--- src/rtl/mmio_uart_tx.sv ---
// Memory-mapped 8N1 serial transmitter.
// A bus write to TXDATA_ADDR queues a byte in a small FIFO, and the queued bytes are
// shifted out LSB first on tx. A read at STATUS_ADDR returns the overflow, busy, full
// and empty flags.
module mmio_uart_tx #(
    parameter int unsigned FIFO_DEPTH   = 4,
    parameter int unsigned CLKS_PER_BIT = 16,
    parameter logic [8:0]  TXDATA_ADDR  = 9'h180,
    parameter logic [8:0]  STATUS_ADDR  = 9'h181
) (
    input  logic        clk,
    input  logic        reset,
    input  logic [1:0]  mem_cmd,
    input  logic [8:0]  mem_addr,
    input  logic [15:0] write_data,
    output logic [15:0] read_data,
    output logic        rd_hit,
    output logic        tx
);

    localparam int unsigned PtrW  = $clog2(FIFO_DEPTH);
    localparam int unsigned CntW  = PtrW + 1;
    localparam int unsigned BaudW = $clog2(CLKS_PER_BIT);

    localparam logic [CntW-1:0]  FullCnt  = CntW'(FIFO_DEPTH);
    localparam logic [BaudW-1:0] BaudLast = BaudW'(CLKS_PER_BIT - 1);

    typedef enum logic [1:0] {StIdle, StStart, StData, StStop} state_t;

    state_t           state;
    logic [BaudW-1:0] baud_cnt;
    logic [2:0]       bit_idx;
    logic [7:0]       shift_reg;

    logic [7:0]      fifo_mem [FIFO_DEPTH];
    logic [PtrW-1:0] head;
    logic [PtrW-1:0] tail;
    logic [CntW-1:0] count;
    logic            overflow;

    logic full, empty, busy, baud_last;
    logic push_req, push_ok, pop;

    // Only the low byte of the bus data is transmitted.
    logic unused_wdata;
    assign unused_wdata = ^write_data[15:8];

    // Bus decode, status flags and the pop/push handshake.
    always_comb begin
        full      = (count == FullCnt);
        empty     = (count == '0);
        busy      = (state != StIdle);
        baud_last = (baud_cnt == BaudLast);
        rd_hit    = (mem_cmd == 2'b10) && (mem_addr == STATUS_ADDR);
        read_data = {12'b0, overflow, busy, full, empty};
        pop       = !empty && ((state == StIdle) || ((state == StStop) && baud_last));
        push_req  = (mem_cmd == 2'b11) && (mem_addr == TXDATA_ADDR);
        // A full FIFO still accepts a byte when the head leaves on the same edge.
        push_ok   = push_req && (!full || pop);
    end

    // FIFO storage; the head is read before the tail write lands when both share a slot.
    always_ff @(posedge clk) begin
        if (push_ok) begin
            fifo_mem[tail] <= write_data[7:0];
        end
    end

    // FIFO pointers, occupancy and the sticky overflow flag.
    always_ff @(posedge clk or posedge reset) begin
        if (reset) begin
            head     <= '0;
            tail     <= '0;
            count    <= '0;
            overflow <= 1'b0;
        end else begin
            if (push_ok) tail <= tail + PtrW'(1);
            if (pop)     head <= head + PtrW'(1);
            if (push_ok && !pop) begin
                count <= count + CntW'(1);
            end else if (pop && !push_ok) begin
                count <= count - CntW'(1);
            end
            if (rd_hit) begin
                overflow <= 1'b0;
            end else if (push_req && !push_ok) begin
                overflow <= 1'b1;
            end
        end
    end

    // Transmit FSM with registered serial output.
    always_ff @(posedge clk or posedge reset) begin
        if (reset) begin
            state     <= StIdle;
            baud_cnt  <= '0;
            bit_idx   <= '0;
            shift_reg <= '0;
            tx        <= 1'b1;
        end else begin
            unique case (state)
                StIdle: begin
                    tx       <= 1'b1;
                    baud_cnt <= '0;
                    if (pop) begin
                        shift_reg <= fifo_mem[head];
                        state     <= StStart;
                        tx        <= 1'b0;
                    end
                end
                StStart: begin
                    if (baud_last) begin
                        baud_cnt <= '0;
                        bit_idx  <= '0;
                        state    <= StData;
                        tx       <= shift_reg[0];
                    end else begin
                        baud_cnt <= baud_cnt + BaudW'(1);
                    end
                end
                StData: begin
                    if (baud_last) begin
                        baud_cnt <= '0;
                        if (bit_idx == 3'd7) begin
                            state <= StStop;
                            tx    <= 1'b1;
                        end else begin
                            bit_idx   <= bit_idx + 3'd1;
                            shift_reg <= shift_reg >> 1;
                            tx        <= shift_reg[1];
                        end
                    end else begin
                        baud_cnt <= baud_cnt + BaudW'(1);
                    end
                end
                StStop: begin
                    if (baud_last) begin
                        baud_cnt <= '0;
                        if (pop) begin
                            shift_reg <= fifo_mem[head];
                            state     <= StStart;
                            tx        <= 1'b0;
                        end else begin
                            state <= StIdle;
                            tx    <= 1'b1;
                        end
                    end else begin
                        baud_cnt <= baud_cnt + BaudW'(1);
                    end
                end
                default: begin
                    state <= StIdle;
                    tx    <= 1'b1;
                end
            endcase
        end
    end

endmodule

--- config.mk ---
export PLATFORM = sky130hd
export DESIGN_NAME = mmio_uart_tx
export DESIGN_NICKNAME = d
export VERILOG_FILES = /design/src/rtl/mmio_uart_tx.sv
export SDC_FILE = /design/constraint.sdc
export NUM_CORES = 1
export LEC_CHECK = 0
export CAP_MARGIN = 20
export CORE_UTILIZATION = 40
export DETAILED_ROUTE_END_ITERATION = 10
export PLACE_DENSITY_LB_ADDON = 0.05
export SLEW_MARGIN = 20
export SYNTH_ARGS = -nofsm -noshare
export SYNTH_HDL_FRONTEND = slang
export SYNTH_SLANG_ARGS = --single-unit
--- constraint.sdc ---
create_clock -name clk -period 3.1 [get_ports clk]
set_clock_uncertainty 0.2 [all_clocks]
set_input_delay 0.775 -clock clk [delete_from_list [all_inputs] [get_ports clk]]
set_output_delay 0.775 -clock clk [all_outputs]
set_load 0.01 [all_outputs]
Word level (Yosys, flattened, before mapping):

Memory sizes are Yosys's and may differ from the RTL's.
Index checks and enable logic that the tools add are counted.

* $add $sub $neg: 6
* equality and inequality tests: 16
* mux-type cells: 30
* reductions and logical operators: 26

Operators with widths (count)
* two-way mux 8 bit: 4
* case mux 8 bit (3 select lines): 1
* == test 9 bit (second input constant): 2
* two-way mux 3 bit: 5
* inequality test 2 bit (second input constant): 6
* two-way mux 1 bit: 10
* two-way mux 2 bit: 5
* == test 2 bit (second input constant): 4
* logical AND 1 bit: 8
* case mux 2 bit (4 select lines): 1
* case mux 4 bit (2 select lines): 1
* AND reduction 4 bit: 2
* nonzero test 2 bit: 4
* adder 3 x 1 -> 3 bit (second input constant): 2
* == test 3 bit (second input constant): 2
* case mux 3 bit (2 select lines): 1
* AND reduction 5 bit: 1
* adder 2 x 1 -> 2 bit (second input constant): 2
* adder 4 x 1 -> 4 bit (second input constant): 1
* == test 4 bit (second input constant): 1
* logical NOT 1 bit: 4
* two-way mux 4 bit: 1
* case mux 1 bit (4 select lines): 1
* logical NOT 3 bit: 1
* other kinds (7): 8

* register bits after elaboration: 26
* RAM bits: 32
* output and inout bits: 18
* word-level logic and storage cells: 88
* memories kept: 1

Memory list
* fifo_mem: words 4, bits a word 8, read ports 1, clocked after Yosys merged registers in 0, wr ports 1, line 35 `logic [7:0] fifo_mem [FIFO_DEPTH];`

Depth between registers and ports, before layout:

Gate-level depths: netlist (run 1).

* word-level depth: 10
* gate-level depth with buffers: 11
* gate-level depth less buffers: 11

Worst setup path before layout (run 1):

Ideal clock, no wire load.

* kind: input to register
* start point: input port mem_addr[3]
* end point: register count[2]
* arrival time: 2.671 ns
* data required time: 2.821 ns
* path slack: 0.149 ns
* stages: 9
* buffers on the path: 0
* cells stage by stage: nor4_1 > nand4b_1 > nor4b_4 > ha_1 > inv_1 > fa_1 > xor2_1 > nor2_1 > xor2_1

* longest elaborated chain between the ends: 6
* elaborated cells on any way between the ends: 8

RTL lines
* start: declaration: line 14 `input logic [8:0] mem_addr,`
* == test 9 bit (*): line 57 `push_req = (mem_cmd == 2'b11) && (mem_addr == TXDATA_ADDR);`
* logical AND 1 bit (*): line 57
* logical AND 1 bit (*): line 59 `push_ok = push_req && (!full || pop);`
* net push_ok: line 42 `logic push_req, push_ok, pop;`
* logical NOT 1 bit: line 81 `end else if (pop && !push_ok) begin`
* logical AND 1 bit: line 81
* nonzero test 2 bit (no source line)
* end signal: assignment: line 80 `count <= count + CntW'(1);`
* end signal: assignment: line 82 `count <= count - CntW'(1);`
* end: declaration: line 38 `logic [CntW-1:0] count;`

Mark *: on every way through the listed nets, which the timed path passes. The rest lies on a longest branch.
A chain may end at the register's enable or synchronous reset.

Worst setup path in the final report (run 1):

* start point: input port mem_addr[5]
* end point: output port rd_hit

* longest elaborated chain between the ends: 2

RTL lines
* == test 9 bit: line 54 `rd_hit = (mem_cmd == 2'b10) && (mem_addr == STATUS_ADDR);`
* logical AND 1 bit: line 54
* end: declaration: line 17 `output logic rd_hit,`

No other way between the ends.

==> results of run 1 <==
-- final cells by class --
type	count	area, um2
clock buffers	9	124
clock inverters	7	101
fillers	605	3420
inverters	10	37.5
multi-input cells	113	1090
flip-flops and latches	58	1610
well taps	96	120
repair buffers	35	327
-- power groups by stage --
stage               logic (mW)  registers, mW  clock network (mW)
floorplan                0.387          0.967                   0
CTS                      0.451           1.01               0.807
global placement         0.431           1.02                   0
detailed placement       0.443           1.02                   0
finish                   0.443           1.01               0.787
global route             0.489           1.03               0.849
-- per-stage QoR --
stage,cells,instance area (um2)
floorplan,201,2870
global placement,310,3170
detailed placement,310,3170
CTS,328,3410
global route,328,3420
finish,328,3420
-- cells in the mapped netlist, types with 2 or more instances --
| cell | instances | share of area (%) |
|---|---|---|
| sky130_fd_sc_hd__edfxtp_1 | 32 | 34 |
| sky130_fd_sc_hd__mux4_2 | 8 | 6.4 |
| sky130_fd_sc_hd__a21oi_1 | 2 | 0.35 |
| sky130_fd_sc_hd__nor2_1 | 5 | 0.66 |
| sky130_fd_sc_hd__mux2_2 | 18 | 7.2 |
| sky130_fd_sc_hd__xnor2_1 | 5 | 1.5 |
| sky130_fd_sc_hd__ha_1 | 13 | 5.7 |
| sky130_fd_sc_hd__buf_4 | 17 | 4.5 |
| sky130_fd_sc_hd__nor2b_1 | 3 | 0.66 |
| sky130_fd_sc_hd__nand2_1 | 7 | 0.93 |
| sky130_fd_sc_hd__a22o_1 | 5 | 1.5 |
| sky130_fd_sc_hd__o21ai_0 | 3 | 0.53 |
| sky130_fd_sc_hd__a31oi_1 | 2 | 0.44 |
| sky130_fd_sc_hd__xor2_1 | 2 | 0.62 |
| sky130_fd_sc_hd__inv_1 | 10 | 1.3 |
| sky130_fd_sc_hd__dfrtp_1 | 25 | 22 |
| sky130_fd_sc_hd__a21o_1 | 2 | 0.53 |
| sky130_fd_sc_hd__nor3_1 | 3 | 0.53 |
| sky130_fd_sc_hd__and2_2 | 4 | 1.1 |
-- timing repair --
action	in CTS	in global routing
resized for setup	7	1
buffers inserted	2	0
hold buffers	0	0
pin swaps	6	6
setup endpoints to repair	2	3
-- kinds of logic after synthesis --
group                    share of synthesized area, %
flip-flops                                       57.0
AND/OR/NAND/NOR                                  7.60
buffers and inverters                            6.27
multiplexers                                     14.1
AO/OA/AOI/OAI                                    6.36
adder cells (fa/ha/maj)                          6.45
XOR/XNOR                                         2.17
other                                           0.132
-- routing by layer --
layer,track usage [%],vias to the layer above,wire [um]
li1,-,747,-
met1,18.7,805,2160
met2,26.8,32,2650
met3,3.56,8,140
met4,7.42,0,76
met5,0,-,0
-- path summary, 6_finish.rpt --
kind / start / end / slack (ns) / depth (start not counted)
setup reg to reg: state[1] / count[2] / 0.40 / 11
min in group asynchronous: reset / tail[0] / 0.61 / 3
hold / removal: baud_cnt[0] / baud_cnt[0] / 0.30 / 1
max in group asynchronous: reset / tx / 1.77 / 3
setup / recovery: mem_addr[5] / rd_hit / 0.16 / 5
hold reg to reg: baud_cnt[0] / baud_cnt[0] / 0.30 / 1
==> flow_results.org, run 1 <==
** Clocking
- Worst skew pair latency :: 0.33 ns
- Number of clock buffers inserted by TritonCTS :: 9
- The clock passes through at most 2 buffers.
- The H-tree generated during clock tree synthesis spans 3 levels.
- In this run the clock root is driven by a sky130_fd_sc_hd__clkbuf_8.
- Clock tree from TritonCTS :: done
- Counting every sink on the clock net gives 58.
- Post-CTS clock slew at the launch and capture registers of the worst setup and hold paths :: 0.07 ns

** Setup path
- Arrival time worst endpoint :: 1.97 ns
- Type of destination of the critical path :: output pin
- Buf+Inv Stages, Crit Path :: 2
- CP max FO :: 2
- CP max stage cell :: sky130_fd_sc_hd__clkdlybuf4s50_1
- Series of cell instances along the critical path :: clkdlybuf4s50_1, nor4_2, nand4b_1, nor3_1, dlygate4sd2_1
- By startpoint and endpoint, the worst setup path is classified as in2out.
- The worst setup path is launched from an input port.
- CP delay by family, top :: buffers and inverters
- For the worst setup path, the data required time is 2.12 ns.
- On the worst path, the slowest cell contributes a delay of 0.43 ns.

** Flow run
- Max-cap check violation count :: 0

** Synth
- Number of register bits inferred by synthesis :: 58
- Summing the sequential cell areas from Yosys gives 57.0% of the chip area.
- Yosys printed 0 warnings.
- After synthesis, the mean cell area works out to 14.9 um2.
- Async set or reset register ratio after synthesis :: 44.8%
- Post-synth EDFFs :: 32
- Combined area of all synthesized cells :: 0.00283 mm2
- Synthesis handed over a netlist of 190 instances.
- Main synth FF type :: sky130_fd_sc_hd__edfxtp_1
- Post-synthesis cell type count :: 43

** Power and ir drop
- Summed over all nets, the switching power comes to 597 uW.
- Sequential cells burn 45.0% of the power.
- Static Leak :: 1.34 nW
- In this run, the clock network consumes 35.2% of the power.
- IR analysis of the VDD net gives a maximum drop of 269 uV.
- Sw Share :: 26.7%
- Power density over the cells :: 655 mW/mm2
- Overall power :: 2.24 mW
- Cell Int Power :: 1.64 mW
- Part of the total power dissipated in combinational logic :: 19.8%

** Placed design
- The congestion estimate from routability-driven global placement came to 0.769.
- Port buffering added 26 buffers.
- HPWL reported at the end of detailed placement :: 3490 um
- Worst slack after detailed placement :: -0.374 ns

** Status
- Status :: complete, no violations

** Min path
- The path class of the tightest hold or removal check is reg2reg.

** Layout
- Compared with the post-synthesis result, the final layout area differs by 20.6%.
- Commonest cells after routing, fill and taps aside :: sky130_fd_sc_hd__edfxtp_1, sky130_fd_sc_hd__dfrtp_1, sky130_fd_sc_hd__clkdlybuf4s50_1, sky130_fd_sc_hd__mux2_2
- Flip-flop count of the largest register after layout :: 32
- Utilization of the core after routing :: 50.0%
- Layout cells sized above 1 :: 29.7%
- # diodes :: 0
- The final layout contains 270 nets.
- Most frequent standard cell in the layout excluding fill and tap cells :: sky130_fd_sc_hd__edfxtp_1

** Detailed routing
- Average wire length per cell after detail routing :: 15.3 um
- Wires add up to 5030 um.
- Once detail routing completed, the nets flagged for antenna violations numbered 0.
- The first routing iteration left 38 violations.
- DRC viols :: 0
- Dividing the detail-routed via count by the number of cells gives 4.85.
- Via count :: 1592
- The first TritonRoute pass finished after 4 iterations.

** Floorplanning
- Once the floorplan was initialized, standard cells occupied 41.4% of the core.
- The floorplan step set the die width to 86.1 um.
- Core ar. :: 0.00683 mm2
- The die is 86.1 um tall.
- The floorplan step defined a die boundary enclosing 0.00742 mm2.
- 47 I/O pins were placed.
- Row generation in the floorplan step produced 30 rows.

** Timing
- Based on the critical path, the design can be clocked at up to 340 MHz.
- Worst Setup Slack, final :: 0.157 ns
- Post-layout min period :: 2.94 ns
- At the pin with the least slew margin, the transition time is 0.708 ns.
- Final hold violation count :: 0
- Setup total negative slack on the finished layout was measured at 0 ns.
- Setup-failing EPs final :: 0
- Setup repair after global routing left no endpoint under its margin.
- Of the available clock period, the critical path in the final layout requires 94.9%.
- Max-slew headroom :: 52.8%
- Tightest hold margin :: 0.304 ns
- The final-report max-slew violation count came to 0.

** Global routing
- Largest net degree at the start of global routing :: 27
- Number of antenna violations at the first check in global routing :: 0
- Wire length of the first global-routing pass :: 8530 um
- Global routing used 15.7% of the available tracks.
- Global routing finished with a remaining overflow of 0.
- Vias in the first global route :: 1726
No activity file was read; power rests on OpenSTA's default activity.
==> run 2, diff against run 1 <==
--- a/config.mk
+++ b/config.mk
@@ -9,7 +9,6 @@
 export CORE_UTILIZATION = 40
 export DETAILED_ROUTE_END_ITERATION = 10
 export PLACE_DENSITY_LB_ADDON = 0.05
-export SLEW_MARGIN = 20
 export SYNTH_ARGS = -nofsm -noshare
 export SYNTH_HDL_FRONTEND = slang
 export SYNTH_SLANG_ARGS = --single-unit
==> results of run 2 <==
No change in the layout: final DEF, timing and power equal those of run 1.
==> run 3, diff against run 2 <==
--- a/config.mk
+++ b/config.mk
@@ -6,7 +6,7 @@
 export NUM_CORES = 1
 export LEC_CHECK = 0
 export CAP_MARGIN = 20
-export CORE_UTILIZATION = 40
+export CORE_UTILIZATION = 53
 export DETAILED_ROUTE_END_ITERATION = 10
 export PLACE_DENSITY_LB_ADDON = 0.05
 export SYNTH_ARGS = -nofsm -noshare
==> flow_results.org, run 3 (synthesis results as in run 1) <==
** Setup path
- CP max FO :: 3 (+1)
- The worst setup path is of the in2reg kind.
- In this run the critical register-to-register path is launched from state[1].
- Most used cell along the critical path :: sky130_fd_sc_hd__xor2_1
- CP delay by family, top :: simple AND/OR/NAND/NOR gates
- Type of destination of the critical path :: flop
- Internal reg-to-reg setup slack :: 0.43 ns (+0.03 ns)
- Arrival time worst endpoint :: 3.08 ns (+1.11 ns)
- Path depth of the worst reg2reg path :: 11 (unchanged)
- The worst register-to-register path ends at count[2].
- STA classifies the critical path startpoint as an input port.
- Required time reported for the critical path endpoint :: 3.15 ns (+1.03 ns)
- The critical path's largest stage delay came to 0.40 ns (-0.03 ns).
- Buf+Inv Stages, Crit Path :: 3 (+1)
- The slowest stage of the critical path belongs to the cell sky130_fd_sc_hd__clkdlybuf4s50_1.
- Series of cell instances along the critical path :: clkdlybuf4s50_1, nor4_1, nand4b_1, buf_4, nor4b_4, ha_2, inv_1, fa_2, xor2_1, nor2_1, xor2_1

** Clocking
- Clock tree from TritonCTS :: done
- H-tree levels :: 3 (unchanged)
- Worst skew pair latency :: 0.33 ns (about the same)
- Number of sinks driven by the clock tree :: 58 (unchanged)
- Root cell of the clock tree :: sky130_fd_sc_hd__clkbuf_8
- CTS Buffer Depth :: 2 (unchanged)
- Post-CTS clock slew at the launch and capture registers of the worst setup and hold paths :: 0.07 ns (about the same)
- Number of clock buffers inserted by TritonCTS :: 9 (unchanged)

** Power and ir drop
- Max VDD drop :: 462 uV (+72%)
- The cell leakage power was 1.32 nW (-1.4%).
- The power per cell area was 662 mW/mm2 (+1.2%).

** Placed design
- Worst slack after detailed placement :: -0.230 ns (+0.144 ns)
- The final weighted congestion of routability-driven global placement was 0.838 (+8.9%).
- The placed wire-length estimate after detailed placement came to 3290 um (-5.7%).
- The total cell area at the placement stage is 0.00313 mm2 (-1.3%).
- The count of port buffers added during placement came to 26 (unchanged).

** Detailed routing
- Routed via count divided by cell count :: 5.17 (+6.6%)
- Initial DRC Count :: 62 (+63%)
- The count of vias placed by the detailed router came to 1552 (-2.5%).
- Total Wirelength :: 4570 um (-9.2%)
- Post-route ant nets :: 0 (unchanged)
- The detailed-router iteration count before antenna repair is 4 (unchanged).
- The mean routed wirelength per cell was 15.2 um (-0.73%).
- DRC viols :: 0 (unchanged)

** Layout
- Growth of design area from synthesis to finish :: 18.8%
- The fill cell instance count of the final layout came to 399 (-34%).
- The design area was 0.00336 mm2 (-1.5%).
- Leaving out fill and tap cells, the most frequent cell in the layout is sky130_fd_sc_hd__edfxtp_1.
- Nets@finish :: 268 (-0.74%)
- The antenna diode instance count is 0 (unchanged).
- Commonest cells after routing, fill and taps aside :: sky130_fd_sc_hd__edfxtp_1, sky130_fd_sc_hd__dfrtp_1, sky130_fd_sc_hd__clkdlybuf4s50_1, sky130_fd_sc_hd__mux2_2
- The ratio of cells with drive above 1 in the final layout came to 28.3% (-1.5 points).
- Flip-flop count of the largest register after layout :: 32 (unchanged)

** Floorplanning
- Placement Rows :: 26 (-13%)
- The overall die area came to 0.00564 mm2 (-24%).
- The area of the core is 0.00514 mm2 (-25%).
- The chip width was 75.1 um (-13%).
- Die Ht :: 75.1 um (-13%)
- The boundary pin count is 47 (unchanged).
- Initial Util :: 55.1% (+14 points)

** Min path
- Capture endpoint of the worst hold path :: baud_cnt[0]
- In this run the most critical hold path is launched from baud_cnt[0].
- The hold-critical path depth is 1 (unchanged).
- The min-delay analysis places its worst path in the category reg2reg.

** Timing
- The hold violation total from the final report was 0 (unchanged).
- The maximum clock frequency came to 331 MHz (-2.7%).
- Final slew viol count :: 0 (unchanged)
- Post-layout min period :: 3.02 ns (+0.0804 ns)
- Crit share post-route :: 97.5% (+2.6 points)
- The tightest slew margin relative to the limit is 55.6% (+2.8 points).
- The final critical-path setup slack was 0.0764 ns (-0.0804 ns).
- The slew at the pin closest to its max-slew limit came to 0.665 ns (-0.0427 ns).
- Summed negative setup slack over all endpoints :: 0 ns (unchanged)
- Unrepaired setup endpoints after global routing :: yes
- The count of endpoints failing setup in the final report was 0 (unchanged).

** Global routing
- The via count of the first global-routing pass is 1569 (-9.1%).
- Gr ovfl total :: 0 (unchanged)
- Largest net degree at the start of global routing :: 27 (unchanged)
- The total routing resource utilization after global routing came to 18.7% (+3.0 points).
- Wire length of the first global-routing pass :: 7330 um (-14%)
- The number of antenna violations at the first check in global routing came to 0 (unchanged).

** Flow run
- The count of max-cap constraint violations came to 0 (unchanged).

** Status
- Status :: complete, no violations
-- run 3: power by group --
part           switching [mW]  total (mW)  internal [mW]
Combinational           0.163       0.442          0.279
Sequential              0.107        1.01          0.901
Clock                   0.320       0.779          0.459
Total                   0.589        2.23           1.64
-- run 3: repair_timing --
item | CTS | global route
hold buffers | 0 | 0
setup buffers | 0 | 1
resized for setup | 1 | 2
pin swaps | 0 | 5
endpoints found under the setup margin | 1 | 2
-- run 3: final cells by class --
class	instances	area (um2)	share of cell area, %
Inverter	10	37.5	1.12
Timing Repair Buffer	33	312	9.26
Sequential cell	58	1610	48.0
Tap cell	70	87.6	2.60
Clock inverter	7	103	3.05
Clock buffer	9	124	3.68
Multi-Input combinational cell	113	1090	32.3
-- run 3: how the worst max path moves through the flow --
stage / startpoint / end / slack (ns) / cells past startpoint
detailed placement: mem_addr[3] / count[2] / -0.23 / 11
global route: mem_addr[4] / count[2] / -0.02 / 11
finish: mem_addr[4] / count[2] / 0.08 / 11
floorplan: mem_addr[3] / count[2] / 0.15 / 9
global placement: mem_addr[3] / count[2] / -0.20 / 11
CTS: mem_addr[3] / rd_hit / 0.09 / 5
-- run 3: through the flow --
stage	power [mW]	hold WS [ns]	instances	utilization, %
3_5_place_dp	1.47	0.300	283	60.8
3_3_place_gp	1.44	0.274	283	60.8
6_report	2.23	0.301	300	65.4
2_1_floorplan	1.35	0.257	201	-
4_1_cts	2.25	0.308	299	65.2
5_1_grt	2.33	0.341	300	65.4
-- run 3: routing by layer --
layer	routed length [um]	vias to the layer above	track usage, %	part of all wire [%]
li1	-	738	-	-
met1	1910	776	21.6	42
met2	2430	25	31.4	53
met3	112	13	4.82	2.5
met4	117	0	10.9	2.6
met5	0	-	0	0
